**src/rtl/iigs_pkg.sv**
```systemverilog
// Shared Apple IIgs definitions for the shadow copy engine: SHADOW register
// bit positions, shadowed display region bounds, FIFO entry layout and the
// drain state encoding.
package iigs_pkg;

    // SHADOW register bit positions (a 0 bit enables shadowing)
    localparam int TXT1 = 0;
    localparam int HGR1 = 1;
    localparam int HGR2 = 2;
    localparam int SHR  = 3;
    localparam int AUX  = 4;
    localparam int TXT2 = 5;
    localparam int IOLC = 6;

    // Shadowed display regions inside banks 00/01
    localparam logic [15:0] TXT1_BASE    = 16'h0400;
    localparam logic [15:0] TXT1_LIMIT   = 16'h07FF;
    localparam logic [15:0] TXT2_BASE    = 16'h0800;
    localparam logic [15:0] TXT2_LIMIT   = 16'h0BFF;
    localparam logic [15:0] HGR1_BASE    = 16'h2000;
    localparam logic [15:0] HGR1_LIMIT   = 16'h3FFF;
    localparam logic [15:0] HGR2_BASE    = 16'h4000;
    localparam logic [15:0] HGR2_LIMIT   = 16'h5FFF;
    localparam logic [15:0] SHR_HI_BASE  = 16'h6000;
    localparam logic [15:0] SHR_HI_LIMIT = 16'h9FFF;

    // One queued write: 17-bit slow-RAM address {bank[0], addr} and data
    typedef struct packed {
        logic [16:0] a17;
        logic [7:0]  d8;
    } shadow_entry_t;

    // Drain FSM: WRITE lasts exactly one cycle per popped entry
    typedef enum logic {
        DRAIN_IDLE  = 1'b0,
        DRAIN_WRITE = 1'b1
    } drain_state_t;

    function automatic logic in_region(input logic [15:0] a,
                                       input logic [15:0] base,
                                       input logic [15:0] limit);
        return (a >= base) && (a <= limit);
    endfunction

endpackage

```
**src/rtl/shadow_fifo.sv**
```systemverilog
// Synchronous FIFO holding snooped CPU writes until a slow-RAM slot is free.
// A push while full is accepted only when a pop happens in the same cycle;
// the popped head slot is the one the push overwrites.
module shadow_fifo
    import iigs_pkg::*;
#(
    parameter int DEPTH = 4
) (
    input  logic                     clk_sys,
    input  logic                     reset,
    input  logic                     push,
    input  logic                     pop,
    input  shadow_entry_t            din,
    output shadow_entry_t            head,
    output logic                     full,
    output logic                     empty,
    output logic [$clog2(DEPTH):0]   level
);

    localparam int AW = $clog2(DEPTH);
    localparam int LW = AW + 1;
    localparam logic [LW-1:0] FULL_LEVEL = LW'(DEPTH);

    shadow_entry_t   mem_q [DEPTH];
    shadow_entry_t   mem_d [DEPTH];
    logic [AW-1:0]   wr_ptr_q, wr_ptr_d;
    logic [AW-1:0]   rd_ptr_q, rd_ptr_d;
    logic [LW-1:0]   level_q, level_d;
    logic            do_push;
    logic            do_pop;

    assign full  = (level_q == FULL_LEVEL);
    assign empty = (level_q == '0);
    assign level = level_q;
    assign head  = mem_q[rd_ptr_q];

    // Next-state for storage, pointers and occupancy
    always_comb begin
        do_pop   = pop & ~empty;
        do_push  = push & (~full | do_pop);
        mem_d    = mem_q;
        wr_ptr_d = wr_ptr_q;
        rd_ptr_d = rd_ptr_q;
        level_d  = level_q;
        if (do_push) begin
            mem_d[wr_ptr_q] = din;
            wr_ptr_d        = wr_ptr_q + AW'(1);
        end
        if (do_pop) begin
            rd_ptr_d = rd_ptr_q + AW'(1);
        end
        if (do_push && !do_pop) begin
            level_d = level_q + LW'(1);
        end else if (do_pop && !do_push) begin
            level_d = level_q - LW'(1);
        end
    end

    // Register FIFO state; reset empties the queue without clearing storage
    always_ff @(posedge clk_sys) begin
        if (reset) begin
            wr_ptr_q <= '0;
            rd_ptr_q <= '0;
            level_q  <= '0;
        end else begin
            mem_q    <= mem_d;
            wr_ptr_q <= wr_ptr_d;
            rd_ptr_q <= rd_ptr_d;
            level_q  <= level_d;
        end
    end

endmodule

```
**src/rtl/shadow_copy.sv**
```systemverilog
// Write-shadow copy engine: snoops CPU writes to banks 00/01 in shadowed
// display regions, queues them, and replays them into slow RAM (E0/E1) once
// per slot. Define SHADOW_SHR_EN to shadow the full Super Hi-Res range
// 2000-9FFF; without it SHADOW bit 3 is treated as set everywhere.
module shadow_copy
    import iigs_pkg::*;
#(
    parameter int DEPTH       = 4,
    parameter int SLOT_PERIOD = 14
) (
    input  logic                     clk_sys,
    input  logic                     reset,
    input  logic                     fast_clk,
    input  logic [7:0]               bank,
    input  logic [15:0]              addr,
    input  logic [7:0]               dout,
    input  logic                     we,
    input  logic                     IO,
    input  logic [7:0]               shadow,
    input  logic                     slow_busy,
    output logic [16:0]              slow_addr,
    output logic [7:0]               slow_data,
    output logic                     slow_we,
    output logic                     cpu_wait,
    output logic [$clog2(DEPTH):0]   level,
    output logic                     overflow
);

    localparam int CW = $clog2(SLOT_PERIOD);
    localparam logic [CW-1:0] SLOT_LAST = CW'(SLOT_PERIOD - 1);

    logic            is_bank00, is_bank01, aux_ok, shr_all;
    logic            hit_txt1, hit_txt2, hit_hgr1, hit_hgr2, hit_shr_hi;
    logic            hit, pop_req;
    shadow_entry_t   push_entry, fifo_head;
    logic            fifo_full, fifo_empty;
    logic            unused_shadow_bits;

    logic [CW-1:0]   slot_q, slot_d;
    drain_state_t    state_q, state_d;
    logic [16:0]     slow_addr_q, slow_addr_d;
    logic [7:0]      slow_data_q, slow_data_d;
    logic            overflow_q, overflow_d;

`ifdef SHADOW_SHR_EN
    assign unused_shadow_bits = ^shadow[IOLC+1:IOLC];
`else
    assign unused_shadow_bits = ^{shadow[IOLC+1:IOLC], shadow[SHR]};
`endif

    // Decide whether the current CPU bus cycle is a shadowed write
    always_comb begin
        is_bank00 = (bank == 8'h00);
        is_bank01 = (bank == 8'h01);
        aux_ok    = is_bank00 | ~shadow[AUX];
`ifdef SHADOW_SHR_EN
        shr_all    = ~shadow[SHR];
        hit_shr_hi = is_bank01 & in_region(addr, SHR_HI_BASE, SHR_HI_LIMIT) & ~shadow[SHR];
`else
        shr_all    = 1'b0;
        hit_shr_hi = 1'b0;
`endif
        hit_txt1 = in_region(addr, TXT1_BASE, TXT1_LIMIT) & ~shadow[TXT1] & aux_ok;
        hit_txt2 = in_region(addr, TXT2_BASE, TXT2_LIMIT) & ~shadow[TXT2] & aux_ok;
        hit_hgr1 = in_region(addr, HGR1_BASE, HGR1_LIMIT) & ((~shadow[HGR1] & aux_ok) | shr_all);
        hit_hgr2 = in_region(addr, HGR2_BASE, HGR2_LIMIT) & ((~shadow[HGR2] & aux_ok) | shr_all);
        hit      = fast_clk & we & ~IO & (is_bank00 | is_bank01)
                 & (hit_txt1 | hit_txt2 | hit_hgr1 | hit_hgr2 | hit_shr_hi);
        push_entry.a17 = {bank[0], addr};
        push_entry.d8  = dout;
    end

    shadow_fifo #(
        .DEPTH (DEPTH)
    ) u_fifo (
        .clk_sys (clk_sys),
        .reset   (reset),
        .push    (hit),
        .pop     (pop_req),
        .din     (push_entry),
        .head    (fifo_head),
        .full    (fifo_full),
        .empty   (fifo_empty),
        .level   (level)
    );

    // Slot timer, drain decision and sticky overflow next-state
    always_comb begin
        pop_req     = (slot_q == '0) & ~fifo_empty & ~slow_busy;
        slot_d      = (slot_q == SLOT_LAST) ? '0 : slot_q + CW'(1);
        state_d     = pop_req ? DRAIN_WRITE : DRAIN_IDLE;
        slow_addr_d = pop_req ? fifo_head.a17 : slow_addr_q;
        slow_data_d = pop_req ? fifo_head.d8  : slow_data_q;
        overflow_d  = overflow_q | (hit & fifo_full & ~pop_req);
    end

    // Register the drain FSM and every slow-RAM facing output
    always_ff @(posedge clk_sys) begin
        if (reset) begin
            slot_q      <= '0;
            state_q     <= DRAIN_IDLE;
            slow_addr_q <= '0;
            slow_data_q <= '0;
            overflow_q  <= 1'b0;
        end else begin
            slot_q      <= slot_d;
            state_q     <= state_d;
            slow_addr_q <= slow_addr_d;
            slow_data_q <= slow_data_d;
            overflow_q  <= overflow_d;
        end
    end

    assign slow_addr = slow_addr_q;
    assign slow_data = slow_data_q;
    assign slow_we   = (state_q == DRAIN_WRITE);
    assign cpu_wait  = fifo_full;
    assign overflow  = overflow_q;

endmodule

```
**config.mk**
```make
export PLATFORM = sky130hd
export DESIGN_NAME = shadow_copy
export DESIGN_NICKNAME = d
export VERILOG_FILES = /design/src/rtl/iigs_pkg.sv /design/src/rtl/shadow_fifo.sv /design/src/rtl/shadow_copy.sv
export SDC_FILE = /design/constraint.sdc
export NUM_CORES = 1
export LEC_CHECK = 0
export CORE_ASPECT_RATIO = 1.5
export CORE_MARGIN = 3
export CORE_UTILIZATION = 54
export CTS_CLUSTER_DIAMETER = 80
export DETAILED_ROUTE_END_ITERATION = 8
export PLACE_DENSITY = 0.85
export SKIP_LAST_GASP = 1
export SLEW_MARGIN = 20
export SYNTH_ARGS = -nofsm -noshare
export SYNTH_HDL_FRONTEND = slang
export SYNTH_SLANG_ARGS = --single-unit
```
**constraint.sdc**
```tcl
create_clock -name clk_sys -period 3 [get_ports clk_sys]
set_clock_uncertainty 0.1 [all_clocks]
set_input_delay 0.45 -clock clk_sys [delete_from_list [all_inputs] [get_ports clk_sys]]
set_output_delay 0.45 -clock clk_sys [all_outputs]
set_load 0.03 [all_outputs]
```
; ---- Word level (Yosys, flattened, before mapping)
; Index checks and enable logic that the tools add are counted.
[totals]
ff_bits = 138
wordCells = 97
output_inout_bits = 31
[classes]
mux = 9
magnitude_cmp = 11
add_sub_neg = 5
n_eq_ne = 3
reduce_logical = 15
bitwise_logic = 38
[op_table]
columns = operator, count
row1 = bitwise mux 100 bit, 1
row2 = 2-to-1 mux 25 bit, 3
row3 = binary-select mux 25 bit (select 2 bit), 1
row4 = demux 25 bit (select 2 bit), 1
row5 = bitwise AND 1 bit, 18
row6 = greater-or-equal comparator 16 x 11 -> 1 bit (second input constant), 1
row7 = greater-or-equal comparator 16 x 12 -> 1 bit (second input constant), 1
row8 = greater-or-equal comparator 16 x 14 -> 1 bit (second input constant), 1
row9 = greater-or-equal comparator 16 x 15 -> 1 bit (second input constant), 1
row10 = less-or-equal comparator 16 x 11 -> 1 bit (second input constant), 1
row11 = less-or-equal comparator 16 x 12 -> 1 bit (second input constant), 1
row12 = less-or-equal comparator 16 x 14 -> 1 bit (second input constant), 1
row13 = less-or-equal comparator 16 x 15 -> 1 bit (second input constant), 1
row14 = NOT 1 bit, 11
row15 = equality test 8 x 1 -> 1 bit (second input constant), 1
row16 = zero test 8 bit, 1
row17 = logical AND 1 bit, 7
row18 = OR 1 bit, 7
row19 = greater-or-equal comparator 3 bit (second input constant), 2
row20 = 2-to-1 mux 3 bit, 2
row21 = NOT 2 -> 3 bit, 2
row22 = adder 2 x 1 -> 2 bit (second input constant), 2
row23 = adder 4 x 1 -> 4 bit (second input constant), 1
row24 = equality test 4 bit (second input constant), 1
row25 = 11 further kinds, 12

; ---- Depth between registers and ports, before layout
[logic_depth]
word_depth = 13
depth_mapped = 13
depth_no_buf = 11

; ---- By module
; Synthesis repeated with hierarchy kept, for this count alone.
[unflattened]
hier_cells = 332
area_unflattened_um2 = 5382.7
[by_module_without_submodules]
columns = module, seq_area_each_um2, cells_each, n_inst, area_per_inst_um2
row1 = shadow_fifo, 3143.0, 177, 1, 4046.4
row2 = shadow_copy, 620.6, 155, 1, 1336.3

; ---- Least setup slack after synthesis
; No wires, ideal clock.
[synth_timing]
path_type = flip-flop to flip-flop
startpoint = register slot_q[0]
endpoint = register u_fifo.level_q[2], in the netlist u_fifo.level[2]
t_required_ps = 2830
period_less_slack_ps = 2735
path_stages_with_launch = 14
path_slack_ps = 265
arrival_ps = 2565
path_cell_list = dfxtp_1 -> inv_1 -> ha_1 -> nor4b_4 -> o31a_1 -> buf_2 -> inv_2 -> buf_2 -> ha_1 -> inv_1 -> fa_1 -> xor2_1 -> or3_2 -> a21oi_1
[synth_via]
elab_chain_cells = 9
[synth_lines]
columns = element, line_no
row1 = "start, declared", shadow_copy.sv:39  ; logic [CW-1:0] slot_q, slot_d;
row2 = "start signal, assigned", shadow_copy.sv:106  ; slot_q <= slot_d;
row3 = zero test 4 bit (*), shadow_copy.sv:89  ; pop_req = (slot_q == '0) & ~fifo_empty & ~slow_busy;
row4 = bitwise AND 1 bit (*) (2 in series), shadow_copy.sv:89
row5 = bitwise AND 1 bit (*), shadow_fifo.sv:39  ; do_pop = pop & ~empty;
row6 = OR 1 bit, shadow_fifo.sv:40  ; do_push = push & (~full | do_pop);
row7 = bitwise AND 1 bit, shadow_fifo.sv:40
row8 = zero test 1 bit, shadow_fifo.sv:54  ; end else if (do_pop && !do_push) begin
row9 = logical AND 1 bit, shadow_fifo.sv:54
row10 = nonzero test 2 bit (no source line), -
row11 = "end signal, assigned", shadow_fifo.sv:69  ; level_q <= level_d;
row12 = "end, declared", shadow_fifo.sv:28  ; logic [LW-1:0] level_q, level_d;
; Mark *: on every way between the ends. The rest lies on a longest branch, timed or not.
; A chain may end at the register's enable or synchronous reset.

; ---- Worst setup path after layout
[layout_timing]
startpoint = input addr[11]
endpoint = register u_fifo.level_q[2], in the netlist u_fifo.level[2]
[layout_via]
elab_chain_cells = 12
[layout_lines]
columns = element, line_no
row1 = "start, declared", shadow_copy.sv:15  ; input logic [15:0] addr,
row2 = greater-or-equal comparator 16 x 11 -> 1 bit (tied with other cells), iigs_pkg.sv:42  ; return (a >= base) && (a <= limit);
row3 = logical AND 1 bit, iigs_pkg.sv:42
row4 = bitwise AND 1 bit (on tied branches) (2 in series), "shadow_copy.sv:63, shadow_copy.sv:64"
row5 = OR 1 bit (2 in series), shadow_copy.sv:68  ; & (hit_txt1 | hit_txt2 | hit_hgr1 | hit_hgr2 | hit_shr_hi);
row6 = OR 1 bit (*), shadow_copy.sv:68
row7 = bitwise AND 1 bit (*), shadow_copy.sv:68
row8 = bitwise AND 1 bit (*), shadow_fifo.sv:40
row9 = net u_fifo.do_push, shadow_fifo.sv:29  ; logic do_push;
row10 = zero test 1 bit, shadow_fifo.sv:54
row11 = logical AND 1 bit, shadow_fifo.sv:54
row12 = nonzero test 2 bit (no source line), -
; Mark *: on every way through the listed nets, which the timed path passes. The rest lies on a longest branch.

==> impl_metrics.py <==
metrics = {
    "final_layout": {
        "final_util_pct": 73.3,
        "fin_nets": 479,
        "areaGrowthSynthToFinish_pct": 30.9,
        "diodes": 0,
        "fillers": 583,
        "drive_gt1_share_pct": 19.2,
    },
    "timing": {
        "rsz0062_at_grt": "false",
        "slew_headroom_pct": 65.6,
        "period_share_pct": 93.9,
        "setup_viol": 0,
        "tns_ns": 0,
        "tightest_slew_ns": 0.511,
        "drv_slew": 0,
        "whs_ns": 0.354,
        "fmax_mhz": 355,
        "finalHoldViolations": 0,
        "layout_min_cycle_time_ns": 2.82,
    },
    "floorplanning": {
        "die_x_um": 86.4,
        "core_area_sq_mm": 0.00936,
        "initial_utilization_pct": 56.0,
        "fp.dieH_um": 127,
        "row_count": 43,
        "die_area_sq_mm": 0.0109,
        "io_pins": 77,
    },
    "route": {
        "drc": 0,
        "vias": 3141,
        "avgRoutedWirePerCell_um": 20.0,
        "via_per_inst": 5.72,
        "wl_um": 11000,
        "dr.pass1.iters": 5,
        "drt_iter0_markers": 185,
        "detail-route-antenna-nets": 0,
    },
    "synthesis": {
        "synth_top_cell_area_share_pct": 57.3,
        "syn_area_sq_mm": 0.00524,
        "syn_area_per_cell_sq_um": 16.2,
        "synth_top_area_cell": "edfxtp_1",
        "synth_cells": 324,
        "yosys_most_used_dff": "edfxtp_1",
        "yosysSeqAreaShare_pct": 71.8,
        "synth-warning-count": 0,
        "yosysUniqueCellTypes": 38,
        "synthesis.nets": 379,
        "synth_edf_count": 100,
        "yosys-top-cells-count": "100 x edfxtp_1, 51 x nand2_1, 38 x dfxtp_1",
        "yosys-top-cells-area": "edfxtp_1 57%, dfxtp_1 15%, mux4_2 11%",
        "yosysMostFrequentCell": "edfxtp_1",
        "async_reset_ff_share_pct": 0,
        "ys_seq_elements": 138,
    },
    "pwr": {
        "power.switching_w": 0.000791,
        "irDropWorstVdd_mv": 0.560,
        "p_seq_share_pct": 48.8,
        "p_int_w": 0.00341,
        "combinationalPowerShare_pct": 2.8,
        "swShare_pct": 18.8,
        "finalPower_w": 0.00420,
        "p_leak_nw": 2.25,
        "pwr-share-clk_pct": 48.4,
        "power_density_mw_per_mm2": 613,
    },
    "grt": {
        "use_met3_pct": 6.63,
        "grtUsageTotal_pct": 21.8,
        "grt_pass1_wl_um": 17600,
        "grtUsageMet1_pct": 24.9,
        "grt_max_degree": 39,
        "grt_overflow_total": 0,
        "grt_pass1_vias": 3434,
        "top_usage_layer": "met2",
        "met2_usage_pct": 37.3,
        "antenna_found_initial": 0,
    },
    "clock_network": {
        "hold_buffers": 0,
        "clk_pin_slew_ns": 0.06,
        "cts_buffers": 17,
        "post_cts.repair.setup_buffers": 0,
        "htree_levels": 4,
        "cts_tree": "yes",
        "cts_root_buf": "clkbuf_16",
        "clock-sinks": 138,
        "clk_latency_ns": 0.41,
        "clockBufferDepth": 2,
        "ctsResizeCount": 0,
    },
    "worst_hold_path": {
        "hold_path.class": "reg -> reg",
        "whs_path_depth": 2,
        "hp-start": "slow_addr[8]$_SDFFE_PP0P_",
        "whs_endpoint": "slow_addr[8]$_SDFFE_PP0P_",
    },
    "outcome": {
        "status": "finished clean",
    },
    "setup_path": {
        "r2r_cells": 11,
        "r2r-end": "u_fifo.level[2]$_SDFFE_PP0P_",
        "cp-start-kind": "input port",
        "endpoint_kind": "register",
        "cp.required_ns": 3.23,
        "r2r_slack_ns": 0.31,
        "max_stage_delay_ns": 0.60,
        "setup.worst_path.class": "in -> reg",
        "crit_slowest_cell": "clkdlybuf4s50_1",
        "worstPathArrival_ns": 3.05,
        "r2r_start": "slot_q[0]$_SDFF_PP0_",
        "path_cells": "clkdlybuf4s50_1, nor4b_1, nor4_2, nor3_1, ha_1, inv_1, fa_1, xor2_1, or3_2, a21oi_1",
        "worstPathMaxFanout": 6,
    },
    "job": {
        "max_cap_violations": 0,
    },
    "place": {
        "place_hpwl_um": 6520,
        "gp_congestion": 0.716,
        "io_buffers": 73,
    },
}
[critical path: cells and delay by family]
family	cells	cell delay (ns)
and+or+nand+nor	4	1.04
xor gates and xnor gates	1	0.16
adders and majority gates	2	0.59
buffers and inverters	2	0.66
AOI/OAI and AO/OA	1	0.16
[power by group through the flow]
stage / Sequential (W) / Combinational (W) / Clock, W
after detailed placement: 0.00209 / 0.000119 / 0
after CTS: 0.00205 / 0.000120 / 0.00207
after global placement: 0.00209 / 0.000113 / 0
after floorplan: 0.00209 / 0.0000272 / 0
after global routing: 0.00205 / 0.000129 / 0.00215
final: 0.00205 / 0.000119 / 0.00203
[how the worst max path moves through the flow]
stage / start / end / depth (start not counted)
after floorplan: slot_q[0]$_SDFF_PP0_ / u_fifo.level[2]$_SDFFE_PP0P_ / 13
after global placement: addr[11] / u_fifo.level[2]$_SDFFE_PP0P_ / 10
after detailed placement: addr[11] / u_fifo.level[2]$_SDFFE_PP0P_ / 10
after CTS: addr[11] / u_fifo.level[2]$_SDFFE_PP0P_ / 10
after global routing: addr[11] / u_fifo.level[2]$_SDFFE_PP0P_ / 10
final: addr[11] / u_fifo.level[2]$_SDFFE_PP0P_ / 10
[flip-flops by register name (all words and copies together) (netlist names)]
register and cells:
slow_addr 17, slow_we 1, u_fifo.wr_ptr_q 2, slow_data 8, u_fifo.mem_q 100, overflow 1
u_fifo.rd_ptr_q 2, u_fifo.level 3, slot_q 4
[layout make-up]
class / instances / area [sq um] / area share, %
clock buffer: 19 / 433 / 6.31
clock inverter: 13 / 151 / 2.21
inverter: 9 / 33.8 / 0.492
multi-input combinational: 162 / 1370 / 20.0
sequential: 138 / 3760 / 54.9
tap: 112 / 140 / 2.04
timing repair buffer: 96 / 966 / 14.1
[cell families (layout without fill, tap and decap cells)]
kind of cell | count (synthesis) | in the layout | synth area share (%)
flip-flops | 138 | 138 | 71.8
AND/OR/NAND/NOR | 81 | 81 | 7.74
AO/OA/AOI/OAI | 41 | 41 | 4.37
multiplexers | 27 | 27 | 11.1
buffers and inverters | 24 | 137 | 1.98
adder cells (fa/ha/maj) | 9 | 9 | 2.29
XOR/XNOR | 4 | 4 | 0.669
[layout by cell type (no fill, tap or decap), types with 3 or more instances in the layout]
cell type / Yosys / final
a21oi_1: 31 / 31
and2_1: 4 / 4
buf_12: 0 / 5
buf_4: 1 / 18
bufinv_16: 0 / 3
clkbuf_16: 0 / 17
clkdlybuf4s50_1: 0 / 73
clkinv_2: 0 / 5
dfxtp_1: 38 / 37
edfxtp_1: 100 / 100
ha_1: 8 / 8
inv_1: 8 / 8
mux4_2: 25 / 25
nand2_1: 51 / 51
nor2_1: 6 / 6
nor3_1: 3 / 3
nor4b_1: 3 / 3
o21ai_0: 3 / 3
or4_1: 3 / 3
xor2_1: 3 / 3
[per-stage QoR]
step	std cells	setup slack [ns]	area, sq um
3_3_place_gp	517	-0.0882	6280
4_1_cts	549	0.182	6860
2_1_floorplan	324	0.265	5240
6_report	549	0.184	6860
3_5_place_dp	517	-0.212	6280
5_1_grt	549	0.0322	6860
[per-layer routing]
layer / part of all wire [%] / vias to the layer above
met1: 37 / 1559
li1: - / 1434
met4: 3.1 / 0
met3: 4.8 / 29
met2: 55 / 119
met5: 0 / -
No activity file was read; power rests on OpenSTA's default activity.
